File: src/rtl/tank_store_r2_if.sv
// Serial tank port bundle: per-digit gates and data in, emerging digit and position out.
// The controller side drives the master modport; the tank itself sits on the slave modport.
interface tank_store_r2_if #(
    parameter int DIG_W = 5,
    parameter int MC_W  = 5
);
    logic             digit_pulse;
    logic             t_in;
    logic             t_out;
    logic             data_in;
    logic             data_out;
    logic [DIG_W-1:0] digit_idx;
    logic [MC_W-1:0]  mc_idx;
    logic             mc_start;
    logic             gate_clash;

    modport master (
        output digit_pulse, t_in, t_out, data_in,
        input  data_out, digit_idx, mc_idx, mc_start, gate_clash
    );

    modport slave (
        input  digit_pulse, t_in, t_out, data_in,
        output data_out, digit_idx, mc_idx, mc_start, gate_clash
    );
endinterface

File: src/rtl/tank_store_r2.sv
// Mercury-delay-line emulation: a WORDS*WORD_BITS bit serial loop that recirculates one digit
// per digit_pulse, with gated write (t_in) / read (t_out) and published digit/minor-cycle position.
module tank_store_r2 #(
    parameter int WORD_BITS = 18,
    parameter int WORDS     = 32,
    parameter int DIG_W     = 5,
    parameter int MC_W      = 5
) (
    input  logic          clk,
    input  logic          rst,
    tank_store_r2_if.slave bus
);
    localparam int LEN = WORD_BITS * WORDS;
    localparam logic [DIG_W-1:0] DIG_LAST = DIG_W'(WORD_BITS - 1);
    localparam logic [MC_W-1:0]  MC_LAST  = MC_W'(WORDS - 1);

    logic [LEN-1:0]   line_q,     line_d;
    logic [DIG_W-1:0] digit_q,    digit_d;
    logic [MC_W-1:0]  mc_q,       mc_d;
    logic             data_out_q, data_out_d;
    logic             mc_start_q, mc_start_d;
    logic             clash_q,    clash_d;

    logic tail_bit;
    logic entry_bit;
    logic digit_wrap;
    logic mc_wrap;

    // The oldest bit is the one emerging at (mc_q, digit_q); it re-enters at the head
    // unless a write window replaces it.
    assign tail_bit   = line_q[LEN-1];
    assign entry_bit  = bus.t_in ? bus.data_in : tail_bit;
    assign digit_wrap = (digit_q == DIG_LAST);
    assign mc_wrap    = (mc_q == MC_LAST);

    always_comb begin
        line_d     = line_q;
        digit_d    = digit_q;
        mc_d       = mc_q;
        data_out_d = data_out_q;
        mc_start_d = 1'b0;
        clash_d    = clash_q;

        if (bus.digit_pulse) begin
            line_d     = {line_q[LEN-2:0], entry_bit};
            data_out_d = bus.t_out & tail_bit;
            mc_start_d = digit_wrap;
            if (digit_wrap) begin
                digit_d = '0;
                mc_d    = mc_wrap ? '0 : mc_q + 1'b1;
            end else begin
                digit_d = digit_q + 1'b1;
            end
            // Read still sees the old digit above; only the flag records the overlap.
            if (bus.t_in && bus.t_out) begin
                clash_d = 1'b1;
            end
        end
    end

    always_ff @(posedge clk or posedge rst) begin
        if (rst) begin
            line_q     <= '0;
            digit_q    <= '0;
            mc_q       <= '0;
            data_out_q <= 1'b0;
            mc_start_q <= 1'b0;
            clash_q    <= 1'b0;
        end else begin
            line_q     <= line_d;
            digit_q    <= digit_d;
            mc_q       <= mc_d;
            data_out_q <= data_out_d;
            mc_start_q <= mc_start_d;
            clash_q    <= clash_d;
        end
    end

    assign bus.data_out   = data_out_q;
    assign bus.digit_idx  = digit_q;
    assign bus.mc_idx     = mc_q;
    assign bus.mc_start   = mc_start_q;
    assign bus.gate_clash = clash_q;
endmodule

File: src/flat_wrapper.sv
// flat-port wrapper written by rule: the top's interface ports become plain ports
module tank_store_r2_flat 
#(
    parameter int WORD_BITS = 18,
    parameter int WORDS     = 32,
    parameter int DIG_W     = 5,
    parameter int MC_W      = 5
)
  (clk, rst, bus_digit_pulse, bus_t_in, bus_t_out, bus_data_in, bus_data_out, bus_digit_idx, bus_mc_idx, bus_mc_start, bus_gate_clash);
  tank_store_r2_if #(.DIG_W(DIG_W), .MC_W(MC_W)) bus_i ();
  input  logic clk;
  input  logic rst;
  input wire logic [$bits(bus_i.digit_pulse)-1:0] bus_digit_pulse;
  input wire logic [$bits(bus_i.t_in)-1:0] bus_t_in;
  input wire logic [$bits(bus_i.t_out)-1:0] bus_t_out;
  input wire logic [$bits(bus_i.data_in)-1:0] bus_data_in;
  output wire logic [$bits(bus_i.data_out)-1:0] bus_data_out;
  output wire logic [$bits(bus_i.digit_idx)-1:0] bus_digit_idx;
  output wire logic [$bits(bus_i.mc_idx)-1:0] bus_mc_idx;
  output wire logic [$bits(bus_i.mc_start)-1:0] bus_mc_start;
  output wire logic [$bits(bus_i.gate_clash)-1:0] bus_gate_clash;
  assign bus_i.digit_pulse = bus_digit_pulse;
  assign bus_i.t_in = bus_t_in;
  assign bus_i.t_out = bus_t_out;
  assign bus_i.data_in = bus_data_in;
  assign bus_data_out = bus_i.data_out;
  assign bus_digit_idx = bus_i.digit_idx;
  assign bus_mc_idx = bus_i.mc_idx;
  assign bus_mc_start = bus_i.mc_start;
  assign bus_gate_clash = bus_i.gate_clash;
  tank_store_r2 #(.WORD_BITS(WORD_BITS), .WORDS(WORDS), .DIG_W(DIG_W), .MC_W(MC_W)) u_core (.clk(clk), .rst(rst), .bus(bus_i));
endmodule
File: config.mk
export PLATFORM = sky130hd
export DESIGN_NAME = tank_store_r2_flat
export DESIGN_NICKNAME = d
export VERILOG_FILES = /design/src/rtl/tank_store_r2_if.sv /design/src/rtl/tank_store_r2.sv /design/src/flat_wrapper.sv
export SDC_FILE = /design/constraint.sdc
export NUM_CORES = 1
export LEC_CHECK = 0
export BUFFER_PORTS_ARGS = -buffer_cell sky130_fd_sc_hd__buf_2
export CAP_MARGIN = 20
export CORE_MARGIN = 10
export CORE_UTILIZATION = 35
export CTS_CLUSTER_DIAMETER = 120
export DETAILED_ROUTE_END_ITERATION = 16
export GPL_TIMING_DRIVEN = 0
export HOLD_SLACK_MARGIN = 0.03
export MAX_ROUTING_LAYER = met4
export PLACE_DENSITY = 0.59
export SLEW_MARGIN = 20
export SYNTH_ARGS = -nofsm -noshare
export SYNTH_HDL_FRONTEND = slang
export SYNTH_SLANG_ARGS = --single-unit
export TNS_END_PERCENT = 20
File: constraint.sdc
create_clock -name clk -period 24.4 [get_ports clk]
set_input_delay 2.44 -clock clk [delete_from_list [all_inputs] [get_ports clk]]
set_output_delay 2.44 -clock clk [all_outputs]
set_load 0.005 [all_outputs]
After elaboration in Yosys (flattened, before gate mapping)
Index checks and enable logic that the tools add are counted.
Widths: inputs -> output; s select.
{ "classes": {"n_addsub": 2, "eq_ne": 2, "muxes": 4, "bitwise": 1, "reduce_logical": 3} }
{ "op_table": {"columns": ["operator", "count"], "rows": [
  ["$add 5x1->5 const B", 2],
  ["$eq 5x5->1 const B", 2],
  ["$mux 5", 2],
  ["$reduce_and 2->1", 2],
  ["$mux 1", 2],
  ["$and 1x1->1", 1],
  ["$logic_and 1x1->1", 1]
]} }
{ "word_totals": {"reg_bits": 589, "output_inout_bits": 13, "word_cells": 18} }

Logic depth before layout (Yosys ltp)
{ "depth": {"ltp_word": 2, "mapped_depth": 6, "depth_no_buf": 6} }

Worst setup path before layout
No wires, ideal clock.
{ "synth_path": {"path_kind": "input to register", "from": "in bus_digit_pulse", "to": "reg u_core.line_q[272]", "t_arrival_ps": 3344, "setup_slack_ps": 20931, "path_stages": 4, "cell_sequence": "buf_2 > buf_2 > buf_2 > mux2_2"} }
{ "synth_lines": {"columns": ["item", "line_no", "rtl"], "rows": [
  ["from (decl)", "flat_wrapper.sv:13", "input wire logic [$bits(bus_i.digit_pulse)-1:0] bus_digit_pulse;"],
  ["to (signal assigned)", "tank_store_r2.sv:70", "line_q <= line_d;"],
  ["to (decl)", "tank_store_r2.sv:17", "logic [LEN-1:0] line_q, line_d;"]
]} }
No word-level cell between the ends.

Final worst setup path
{ "layout_path": {"from": "reg u_core.digit_q[2], in the netlist u_core.bus.digit_idx[2]", "to": "out bus_digit_idx[2]"} }
{ "layout_lines": {"columns": ["item", "line_no", "rtl"], "rows": [
  ["from (decl)", "tank_store_r2.sv:18", "logic [DIG_W-1:0] digit_q, digit_d;"],
  ["from (signal assigned)", "tank_store_r2.sv:71", "digit_q <= digit_d;"],
  ["to (decl)", "flat_wrapper.sv:18", "output wire logic [$bits(bus_i.digit_idx)-1:0] bus_digit_idx;"]
]} }
No word-level cell between the ends.

==> qor.txt <==
Top cells by area, synth - dfrtp_1, mux2_2, buf_2
Endpoints failing hold - 0
Die area - 72800 um^2
Initial antenna violation count - 0
Worst EP required - 21.96 ns
Clock power frac - 44.1%
CP max FO - 6
IO Count - 19
GRT Util Overall - 8.22%
Sequential area share after synthesis - 67.4%
Logic pwr share - 4.9%
Slowest stage cell, crit path - dfrtp_1
Initial Util - 35.4%
DRT antenna net count - 0
Die Y - 270 um
Vias/cell - 4.47
Vias in the first global route - 11000
Synth cell types - 29
Iter 0 DRT Violations - 410
Synth area leader - dfrtp_1
Post-Synth XOR/XNOR Area - 0.120%
Grt ovf - 0
Synth-to-Final Area Change - 14.8%
Worst setup SP type - flop
HP Start - u_core.bus.gate_clash
Slew @ Worst Pin - 0.701 ns
Crit path cell chain - buf_2
Worst-path clk slew - 0.06 ns
Setup Viol. Count Final - 0
Clock Path Buffers - 3
Clock Sink Count - 589
Switch share - 21.2%
Number of max-cap violations - 0
Psw - 0.000424 W
RR Startpoint - u_core.bus.digit_idx[1]
Post-synthesis register bit count - 589
Leak - 12.9 nW
Hold crit path type - flop to flop
Fin crit share - 14.9%
Sequential share of power - 50.9%
Fin nets - 1365
Mapped cell area - 21900 um^2
Max_slew headroom - 53.3%
WL final - 27900 um
Unrepaired setup endpoints after global routing - false
Post-Synth Adder-Cell Area - 0.229%
Worst vdd rail ir drop - 0.0000586 V
CP Data Arrival Time - 1.21 ns
WL/cell - 12.5 um
Crit Path Class - flop to output pin
Setup Skew - 0.0146 ns
Worst-Skew Late Latency - 0.59 ns
Synth Area in Simple Gates - 0.435%
Final min period - 3.65 ns
Crit-path leading delay family - flip-flops
CTS resizes - 0
Multiplexer area fraction after synthesis - 29.8%
Pint - 0.00158 W
Post-Syn Nets - 1282
Port buffer count - 18
Worst setup path start - u_core.bus.digit_idx[2]
First-pass GRT wire length - 51100 um
Crit end category - output pin
Syn_area_per_cell - 17.2 um^2
Synth warnings - 0
Drt pass-1 iters - 3
CTS tree - done
Highest clock rate - 274 MHz
Most frequent cells in the layout - dfrtp_1, mux2_2, buf_2, clkbuf_16, clkinv_2
Outcome - completed
DP Wirelength - 16600 um
Most common cell after layout, fill and taps aside - dfrtp_1
Antenna diode count - 0
CORE AREA - 61700 um^2
GPL Wtd Cong - 0.666
CTS root buf - clkbuf_16
Site Rows - 91
Pwr per Cell Area - 79.8 nW/um^2
Setup repair bufs after CTS - 0
CP bufs+invs - 1
Routed vias - 9994
DRC - 0
Synth Instances - 1272
Largest stage delay on the critical path - 0.46 ns
Final setup TNS - 0 ns
Hold_ws - 0.474 ns
Die span in x - 270 um
Largest family of logic cells by synthesized area - multiplexers
Final Slew Violations - 0
CTS H-Tree Depth - 2
Synth Area in Compound Gates - 0.384%
Hold bufs inserted after CTS - 0
Largest net degree at the start of global routing - 112
Total CTS buffers - 57
Synth top area share - 67.4%
Share of cells above drive strength 1 - 54.9%
flip-flops by register name (all words and copies together) (netlist names):
signal / count
u_core.bus.digit_idx: 5
u_core.bus.mc_idx: 5
u_core.line_q: 576
u_core.bus.data_out: 1
u_core.bus.gate_clash: 1
u_core.bus.mc_start: 1
stage by stage:
stage	instances	setup slack (ns)	power (W)	util [%]	cell area, um^2
floorplan	1272	5.48	0.00111	-	21900
global placement	2127	0.499	0.00113	37.3	23000
detailed placement	2133	20.34	0.00114	37.5	23200
CTS	2237	20.71	0.00205	40.7	25100
global route	2237	20.67	0.00210	40.7	25100
finish	2237	20.75	0.00200	40.7	25100
kinds of logic after synthesis:
family                     Yosys count
muxes                              578
xor gates and xnor gates             3
AOI/OAI and AO/OA                   12
DFF                                589
adders and majority gates            4
buffers and inverters               69
and+or+nand+nor                     17
worst paths after layout:
check / to / slack [ns] / depth (start not counted)
worst max-delay path: bus_digit_idx[2] / 20.75 / 1
worst min-delay path: u_core.bus.gate_clash / 0.47 / 1
worst max register to register: u_core.bus.mc_idx[1] / 22.51 / 6
worst min register to register: u_core.bus.gate_clash / 0.47 / 1
max in group asynchronous: u_core.line_q[294] / 21.05 / 5
min in group asynchronous: u_core.line_q[468] / 1.82 / 2
routing by layer:
layer,vias to the layer above,GRT usage (%),wire [um]
li1,4658,-,-
met1,5193,9.72,12700
met2,79,13.4,13300
met3,64,1.92,1010
met4,0,3.25,896
met5,-,-,0
Yosys cell counts:
| library cell | count |
|---|---|
| inv_6 | 1 |
| buf_2 | 64 |
| and3_1 | 1 |
| a211oi_1 | 1 |
| xnor2_1 | 2 |
| o21ai_0 | 1 |
| a31oi_1 | 1 |
| ha_1 | 4 |
| a21oi_1 | 2 |
| xor2_1 | 1 |
| mux2_2 | 575 |
| nand4b_1 | 1 |
| or3b_4 | 1 |
| nand4_1 | 2 |
| a21o_1 | 1 |
| dfrtp_1 | 589 |
| mux2i_1 | 1 |
| a41oi_1 | 1 |
| nand2_1 | 3 |
| nor4_1 | 1 |
| nand2b_1 | 1 |
| nor2_1 | 5 |
| nand3_1 | 1 |
| o31ai_1 | 4 |
| or2_4 | 1 |
| clkbuf_1 | 1 |
| a31o_2 | 1 |
| mux2_4 | 2 |
| inv_1 | 3 |
area by class of cell:
type	count	area, um^2
multi-input combinational	614	6770
sequential	589	14700
timing repair buffer	24	255
fill	5629	36600
tap	837	1050
clock inverter	28	295
inverter	4	27.5
clock buffer	76	1630
buffer	65	324
power by group through the flow:
stage          Combinational (W)  Clock, W  Sequential (W)
3_5_place_dp            0.000103         0         0.00104
6_report               0.0000987  0.000883         0.00102
5_1_grt                 0.000112  0.000961         0.00102
4_1_cts                 0.000103  0.000923         0.00102
2_1_floorplan          0.0000754         0         0.00104
3_3_place_gp           0.0000959         0         0.00104
Power figures use the tool's default switching activity.
